`src/rtl/riscv_fetch_pkg.sv`:
```
// Shared types and constants for the instruction-fetch stage.
// Optional feature macro used by fetch_unit: FETCH_MISALIGN_TRAP_EN.
package riscv_fetch_pkg;

  // Byte address of the first fetch after reset.
  localparam logic [31:0] RESET_PC_DEFAULT = 32'h0000_0000;

  // Instruction memory depth in words. The memory decodes only the low
  // index bits, so the full word index on imem_addr wraps naturally.
  localparam int IMEM_WORDS = 64;

  localparam int FETCH_BUF_DEPTH = 2;

  // Wide enough to hold 0..FETCH_BUF_DEPTH.
  localparam int CNT_W = 2;

  typedef enum logic [0:0] {
    RUN     = 1'b0,
    TRAPPED = 1'b1
  } fetch_state_t;

  typedef struct packed {
    logic [31:0] instr;
    logic [31:0] pc;
  } fetch_entry_t;

endpackage

```
`src/rtl/fetch_buffer.sv`:
```
// Two-entry instruction buffer between the memory return and decode.
// Entry 0 is always the head, so the presented instruction comes straight
// from a register. Flush empties the buffer but leaves entry contents alone.
module fetch_buffer
  import riscv_fetch_pkg::*;
(
  input  logic             clk,
  input  logic             reset,
  input  logic             flush,
  input  logic             enq,
  input  fetch_entry_t     enq_entry,
  input  logic             deq,
  output fetch_entry_t     head,
  output logic [CNT_W-1:0] count
);

  localparam logic [CNT_W-1:0] FULL = CNT_W'(FETCH_BUF_DEPTH);

  fetch_entry_t     entry0_q;
  fetch_entry_t     entry1_q;
  logic [CNT_W-1:0] count_q;

  // Entry storage and occupancy; a dequeue shifts entry 1 into the head.
  always_ff @(posedge clk) begin
    if (!reset) begin
      entry0_q <= '0;
      entry1_q <= '0;
      count_q  <= '0;
    end else if (flush) begin
      count_q <= '0;
    end else begin
      case ({enq, deq})
        2'b10: begin
          if (count_q == '0) entry0_q <= enq_entry;
          else               entry1_q <= enq_entry;
          count_q <= count_q + CNT_W'(1);
        end
        2'b01: begin
          if (count_q == FULL) entry0_q <= entry1_q;
          count_q <= count_q - CNT_W'(1);
        end
        2'b11: begin
          if (count_q == FULL) begin
            entry0_q <= entry1_q;
            entry1_q <= enq_entry;
          end else begin
            entry0_q <= enq_entry;
          end
        end
        default: ;
      endcase
    end
  end

  assign head  = entry0_q;
  assign count = count_q;

endmodule

```
`src/rtl/fetch_unit.sv`:
```
// Instruction-fetch stage: owns the PC, issues word reads to a one-cycle
// instruction memory, buffers returns and hands them to decode.
// Optional macro FETCH_MISALIGN_TRAP_EN: misaligned redirect targets trap
// instead of being silently aligned.
//
//   state   | meaning
//   RUN     | fetching normally
//   TRAPPED | misaligned redirect seen, waiting for an aligned redirect
module fetch_unit
  import riscv_fetch_pkg::*;
#(
  parameter logic [31:0] RESET_PC = RESET_PC_DEFAULT
) (
  input  logic        clk,
  input  logic        reset,
  output logic [31:0] imem_addr,
  input  logic [31:0] imem_instr,
  input  logic        redirect_valid,
  input  logic [31:0] redirect_pc,
  output logic        if_valid,
  output logic [31:0] if_instr,
  output logic [31:0] if_pc,
  input  logic        id_ready,
  output logic        fetch_misaligned,
  output logic [31:0] fetch_bad_addr
);

  localparam logic [CNT_W:0] DEPTH = (CNT_W + 1)'(FETCH_BUF_DEPTH);

  fetch_state_t     state_q;
  fetch_state_t     state_d;
  logic [31:0]      pc_q;
  logic [31:0]      req_pc_q;
  logic             req_valid_q;
  logic [31:0]      target_pc;
  logic             bad_target;
  logic             deq;
  logic             enq;
  logic             issue;
  logic [CNT_W:0]   occupancy;
  logic [CNT_W-1:0] count;
  fetch_entry_t     head;
  fetch_entry_t     enq_entry;

`ifdef FETCH_MISALIGN_TRAP_EN
  assign bad_target = redirect_valid && (redirect_pc[1:0] != 2'b00);
  assign target_pc  = redirect_pc;
`else
  assign bad_target = 1'b0;
  assign target_pc  = redirect_pc & 32'hFFFF_FFFC;
`endif

  assign deq = if_valid && id_ready;
  // A redirect discards whatever the memory is returning this cycle.
  assign enq = req_valid_q && !redirect_valid;

  // FSM state register.
  always_ff @(posedge clk) begin
    if (!reset) state_q <= RUN;
    else        state_q <= state_d;
  end

  // Next state: every redirect decides between running and trapping.
  always_comb begin
    state_d = state_q;
    if (redirect_valid) state_d = bad_target ? TRAPPED : RUN;
  end

  // Issue decision: only when the request plus buffered entries still fit.
  always_comb begin
    occupancy = {1'b0, count} + {{CNT_W{1'b0}}, req_valid_q};
    issue     = 1'b0;
    if (state_q == RUN && !redirect_valid &&
        (occupancy - {{CNT_W{1'b0}}, deq}) < DEPTH)
      issue = 1'b1;
  end

  // PC and in-flight request tracking.
  always_ff @(posedge clk) begin
    if (!reset) begin
      pc_q        <= RESET_PC;
      req_valid_q <= 1'b0;
      req_pc_q    <= '0;
    end else if (redirect_valid) begin
      pc_q        <= target_pc;
      req_valid_q <= 1'b0;
    end else begin
      req_valid_q <= issue;
      if (issue) begin
        req_pc_q <= pc_q;
        pc_q     <= pc_q + 32'd4;
      end
    end
  end

`ifdef FETCH_MISALIGN_TRAP_EN
  // Trap pulse and the offending target, refreshed on every redirect.
  always_ff @(posedge clk) begin
    if (!reset) begin
      fetch_misaligned <= 1'b0;
      fetch_bad_addr   <= '0;
    end else begin
      fetch_misaligned <= bad_target;
      if (redirect_valid) fetch_bad_addr <= bad_target ? redirect_pc : 32'h0;
    end
  end
`else
  assign fetch_misaligned = 1'b0;
  assign fetch_bad_addr   = '0;
`endif

  assign imem_addr = {2'b00, pc_q[31:2]};

  always_comb begin
    enq_entry       = '0;
    enq_entry.instr = imem_instr;
    enq_entry.pc    = req_pc_q;
  end

  fetch_buffer u_buf (
    .clk       (clk),
    .reset     (reset),
    .flush     (redirect_valid),
    .enq       (enq),
    .enq_entry (enq_entry),
    .deq       (deq),
    .head      (head),
    .count     (count)
  );

  assign if_valid = (count != '0);
  assign if_instr = head.instr;
  assign if_pc    = head.pc;

endmodule

```
`config.mk`:
```
export PLATFORM = sky130hd
export DESIGN_NAME = fetch_unit
export DESIGN_NICKNAME = d
export VERILOG_FILES = /design/src/rtl/riscv_fetch_pkg.sv /design/src/rtl/fetch_buffer.sv /design/src/rtl/fetch_unit.sv
export SDC_FILE = /design/constraint.sdc
export NUM_CORES = 1
export LEC_CHECK = 0
export ABC_AREA = 1
export CAP_MARGIN = 5
export CORE_MARGIN = 5
export CORE_UTILIZATION = 57
export CTS_BUF_LIST = sky130_fd_sc_hd__clkbuf_2
export DETAILED_ROUTE_END_ITERATION = 6
export PLACE_DENSITY = 0.87
export SLEW_MARGIN = 0
export SYNTH_ARGS = -nofsm -noshare
export SYNTH_HDL_FRONTEND = slang
export SYNTH_SLANG_ARGS = --single-unit
```
`constraint.sdc`:
```
create_clock -name clk -period 7.7 [get_ports clk]
set_clock_uncertainty 0.2 [all_clocks]
set_input_delay 1.54 -clock clk [delete_from_list [all_inputs] [get_ports clk]]
set_output_delay 1.54 -clock clk [all_outputs]
set_load 0.05 [all_outputs]
```
==> flow_metrics.py <==
metrics = {
    "synthesis": {
        "ys_warn_count": 0,
        "yosysMostFrequentCell": "inv_1",
        "synth_seq_cells": 187,
        "synth_async_sr_flop_share": 0,
        "yosys.area.top_type": "dfxtp_1",
        "synth_top_cell_area_share": 0.411,
        "synth_flop_cell": "dfxtp_1",
        "ys_seq_area_frac": 0.411,
        "synth_edf_count": 0,
        "netlist_area_um2": 9110,
        "synth.distinct_cells": 34,
        "postSynthAreaPerCell_um2": 6.89,
        "synth_area_leaders": "dfxtp_1 41%, inv_1 10%, o21ai_0 10%",
        "yosys-top-cells-count": "250 x inv_1, 187 x dfxtp_1, 187 x o21ai_0",
        "synthCells": 1321,
    },
    "power": {
        "total_power_w": 0.00196,
        "netSwitchingFraction": 0.320,
        "seq_power_share": 0.543,
        "internal-power_w": 0.00133,
        "p_leak_nw": 4.47,
        "clkPwrFrac": 0.258,
        "power_density_nw_per_um2": 182,
        "comb_power_share": 0.200,
        "p_sw_w": 0.000626,
        "ir_drop_mv": 0.0904,
    },
    "final_layout": {
        "fillers": 1397,
        "multi_input_area_um2": 3910,
        "area.growth.synth_to_final_pct": 18.3,
        "drive_gt1_frac": 0.0403,
        "nNetsFinal": 1501,
        "seq_area_um2": 3740,
    },
    "timing": {
        "worst_pin_slew_ns": 1.05,
        "max_freq_mhz": 227,
        "setup_tns_ns": 0,
        "setup-violations-final": 0,
        "rsz0062_at_grt": "false",
        "max_slew_margin": 0.298,
        "drv_slew": 0,
        "fin_crit_ns": 4.40,
        "finalCritPeriodShare": 0.571,
        "setup_ws_ns": 3.30,
        "finalHoldViolCount": 0,
    },
    "critical_path": {
        "worst-r2r-setup-slack_ns": 3.84,
        "cpMostUsedCell": "nand2_1",
        "crit_type": "in -> reg",
        "cp_max_fo": 20,
        "arrival_ns": 4.81,
        "timing.rr.end": "pc_q[8]",
        "startpoint_type": "primary input",
        "cpPeakStageDelay_ns": 0.48,
        "end_kind": "register",
        "ff2ff_path_depth": 16,
        "cpMaxStageDelayCell": "fa_1",
        "crit_chain": "clkdlybuf4s50_1 -> nand2_2 -> inv_2 -> ha_1 -> or2_2 -> fa_1 -> inv_1 -> a21oi_2 -> nand2_1 -> nand2_1 -> clkinv_1 -> nand2_1 -> nand2_1 -> a21oi_1 -> nor2_1",
        "r2r-start": "u_buf.count[1]",
        "cp_data_required_time_ns": 8.11,
    },
    "min_path": {
        "worstHoldEndpoint": "u_buf.entry1_q[53]",
        "hold_path_depth": 2,
        "min_from": "u_buf.entry1_q[53]",
        "min_path_type": "reg -> reg",
    },
    "clock_network": {
        "cts_setup_buffers": 0,
        "postCtsHoldBufs": 0,
        "root_buffer": "clkbuf_2",
        "cts_sinks": 187,
        "clk_pin_slew_ns": 0.23,
        "cts_tree": "built",
        "clock_path_buffers": 2,
        "cts_buffers": 17,
        "cts.repair.resized": 0,
        "h-tree-depth": 4,
        "insertion_delay_ns": 0.73,
    },
    "floorplan": {
        "rows": 46,
        "dieArea_um2": 18600,
        "core_area_um2": 15800,
        "die_h_um": 136,
        "num_io_pins": 198,
        "die_x_um": 136,
        "start_util": 0.577,
    },
    "routing": {
        "firstDrtPassIters": 4,
        "wl_per_cell_um": 13.1,
        "drcViolationCount": 0,
        "ant_nets": 0,
        "viasPerCell": 5.06,
        "vias": 8374,
        "drt-total-wl_um": 21800,
        "drt-initial-drc-count": 411,
    },
    "place": {
        "dpl_worst_slack_ns": 2.51,
        "dp_hpwl_um": 14800,
        "gp_routability_congestion": 0.911,
        "port_buffers": 158,
    },
    "global_route": {
        "gr-total-overflow": 0,
        "first_global_vias": 7447,
        "grt_max_degree": 125,
        "grt_pass1_wl_um": 35700,
        "antenna_found_initial": 1,
        "grt_usage": 0.234,
    },
    "status": {
        "status": "complete, no violations",
    },
    "job": {
        "maxCapViolations": 0,
    },
}
critical path: cells and delay by family:
kind,cells,cell delay [ns]
compound gates,2,0.27
fa+ha+maj,2,0.74
buf+inv,4,0.80
simple gates,7,1.43
power by group through the flow:
stage               sequential (W)  combinational [W]  clock, W
finish                     0.00106           0.000391  0.000504
global placement           0.00108           0.000382         0
floorplan                  0.00116           0.000204         0
detailed placement         0.00108           0.000389         0
global route               0.00107           0.000424  0.000559
CTS                        0.00106           0.000391  0.000519
area by class of cell:
class	count	area share
antenna	1	0.000232
sequential	187	0.348
timing repair buffer	166	0.152
multi-input combinational	799	0.363
inverter	255	0.0889
clock buffer	19	0.00883
clock inverter	13	0.0139
tap	216	0.0251
worst max-delay path by stage:
stage	startpoint	endpoint	slack, ns	depth (start not counted)
2_1_floorplan	id_ready	pc_q[19]	3.57	16
3_3_place_gp	id_ready	pc_q[8]	2.56	15
3_5_place_dp	id_ready	pc_q[8]	2.51	15
4_1_cts	id_ready	pc_q[8]	3.35	15
5_1_grt	id_ready	pc_q[8]	3.19	15
6_report	id_ready	pc_q[8]	3.30	15
flip-flops by register name (all words and copies together) (netlist names):
register        count
u_buf.count         2
u_buf.entry1_q     62
req_valid_q         1
pc_q               30
req_pc_q           30
u_buf.head         62
kinds of logic after synthesis:
logic type      share of synthesized area
compound gates                      0.214
xor+xnor                          0.00866
fa+ha+maj                          0.0104
buf+inv                             0.176
flops                               0.411
other cells                      0.000412
simple gates                        0.180
per-layer routing:
layer  wire length, um  track usage  vias to the layer above
met5                 0            0                        -
met4               241       0.0689                        0
met3              1470       0.0400                       22
met2             10100        0.376                      264
met1              9920        0.324                     3733
li1                  -            -                     4355
cell usage in the layout (no fill, tap or decap):
master | synthesis | layout
nand4_1 | 4 | 4
clkdlybuf4s50_1 | 0 | 157
nor3_1 | 5 | 5
inv_2 | 4 | 4
nand3_4 | 0 | 1
clkinv_4 | 0 | 2
clkinvlp_4 | 0 | 1
nor2_2 | 6 | 6
o21a_1 | 1 | 1
o21ai_0 | 187 | 187
nor2_1 | 67 | 67
or2_2 | 1 | 1
clkinv_1 | 1 | 4
inv_1 | 250 | 250
o21ai_1 | 19 | 19
xnor2_1 | 5 | 5
inv_6 | 0 | 1
buf_4 | 40 | 9
nand2_1 | 156 | 155
xor2_1 | 4 | 4
nand3_1 | 117 | 117
dfxtp_1 | 187 | 187
a21oi_4 | 1 | 2
clkinv_2 | 0 | 3
nand3b_1 | 8 | 8
and2_1 | 1 | 1
or2_1 | 1 | 1
fa_1 | 1 | 1
a31oi_1 | 4 | 4
nand3_2 | 4 | 3
bufinv_16 | 0 | 3
nand2_2 | 1 | 2
diode_2 | 0 | 1
conb_1 | 1 | 37
ha_1 | 6 | 6
a21oi_2 | 2 | 1
clkbuf_2 | 0 | 19
a211oi_1 | 18 | 18
a21oi_1 | 143 | 143
stage by stage:
| step | utilization | area (um^2) | std cells | hold WS, ns |
|---|---|---|---|---|
| final | 0.683 | 10800 | 1656 | 0.261 |
| after detailed placement | 0.667 | 10500 | 1623 | 0.236 |
| after global routing | 0.683 | 10800 | 1656 | 0.278 |
| after CTS | 0.683 | 10800 | 1655 | 0.263 |
| after floorplan | - | 9240 | 1357 | 0.224 |
| after global placement | 0.667 | 10500 | 1623 | 0.232 |
(Power assumes the default switching activity.)
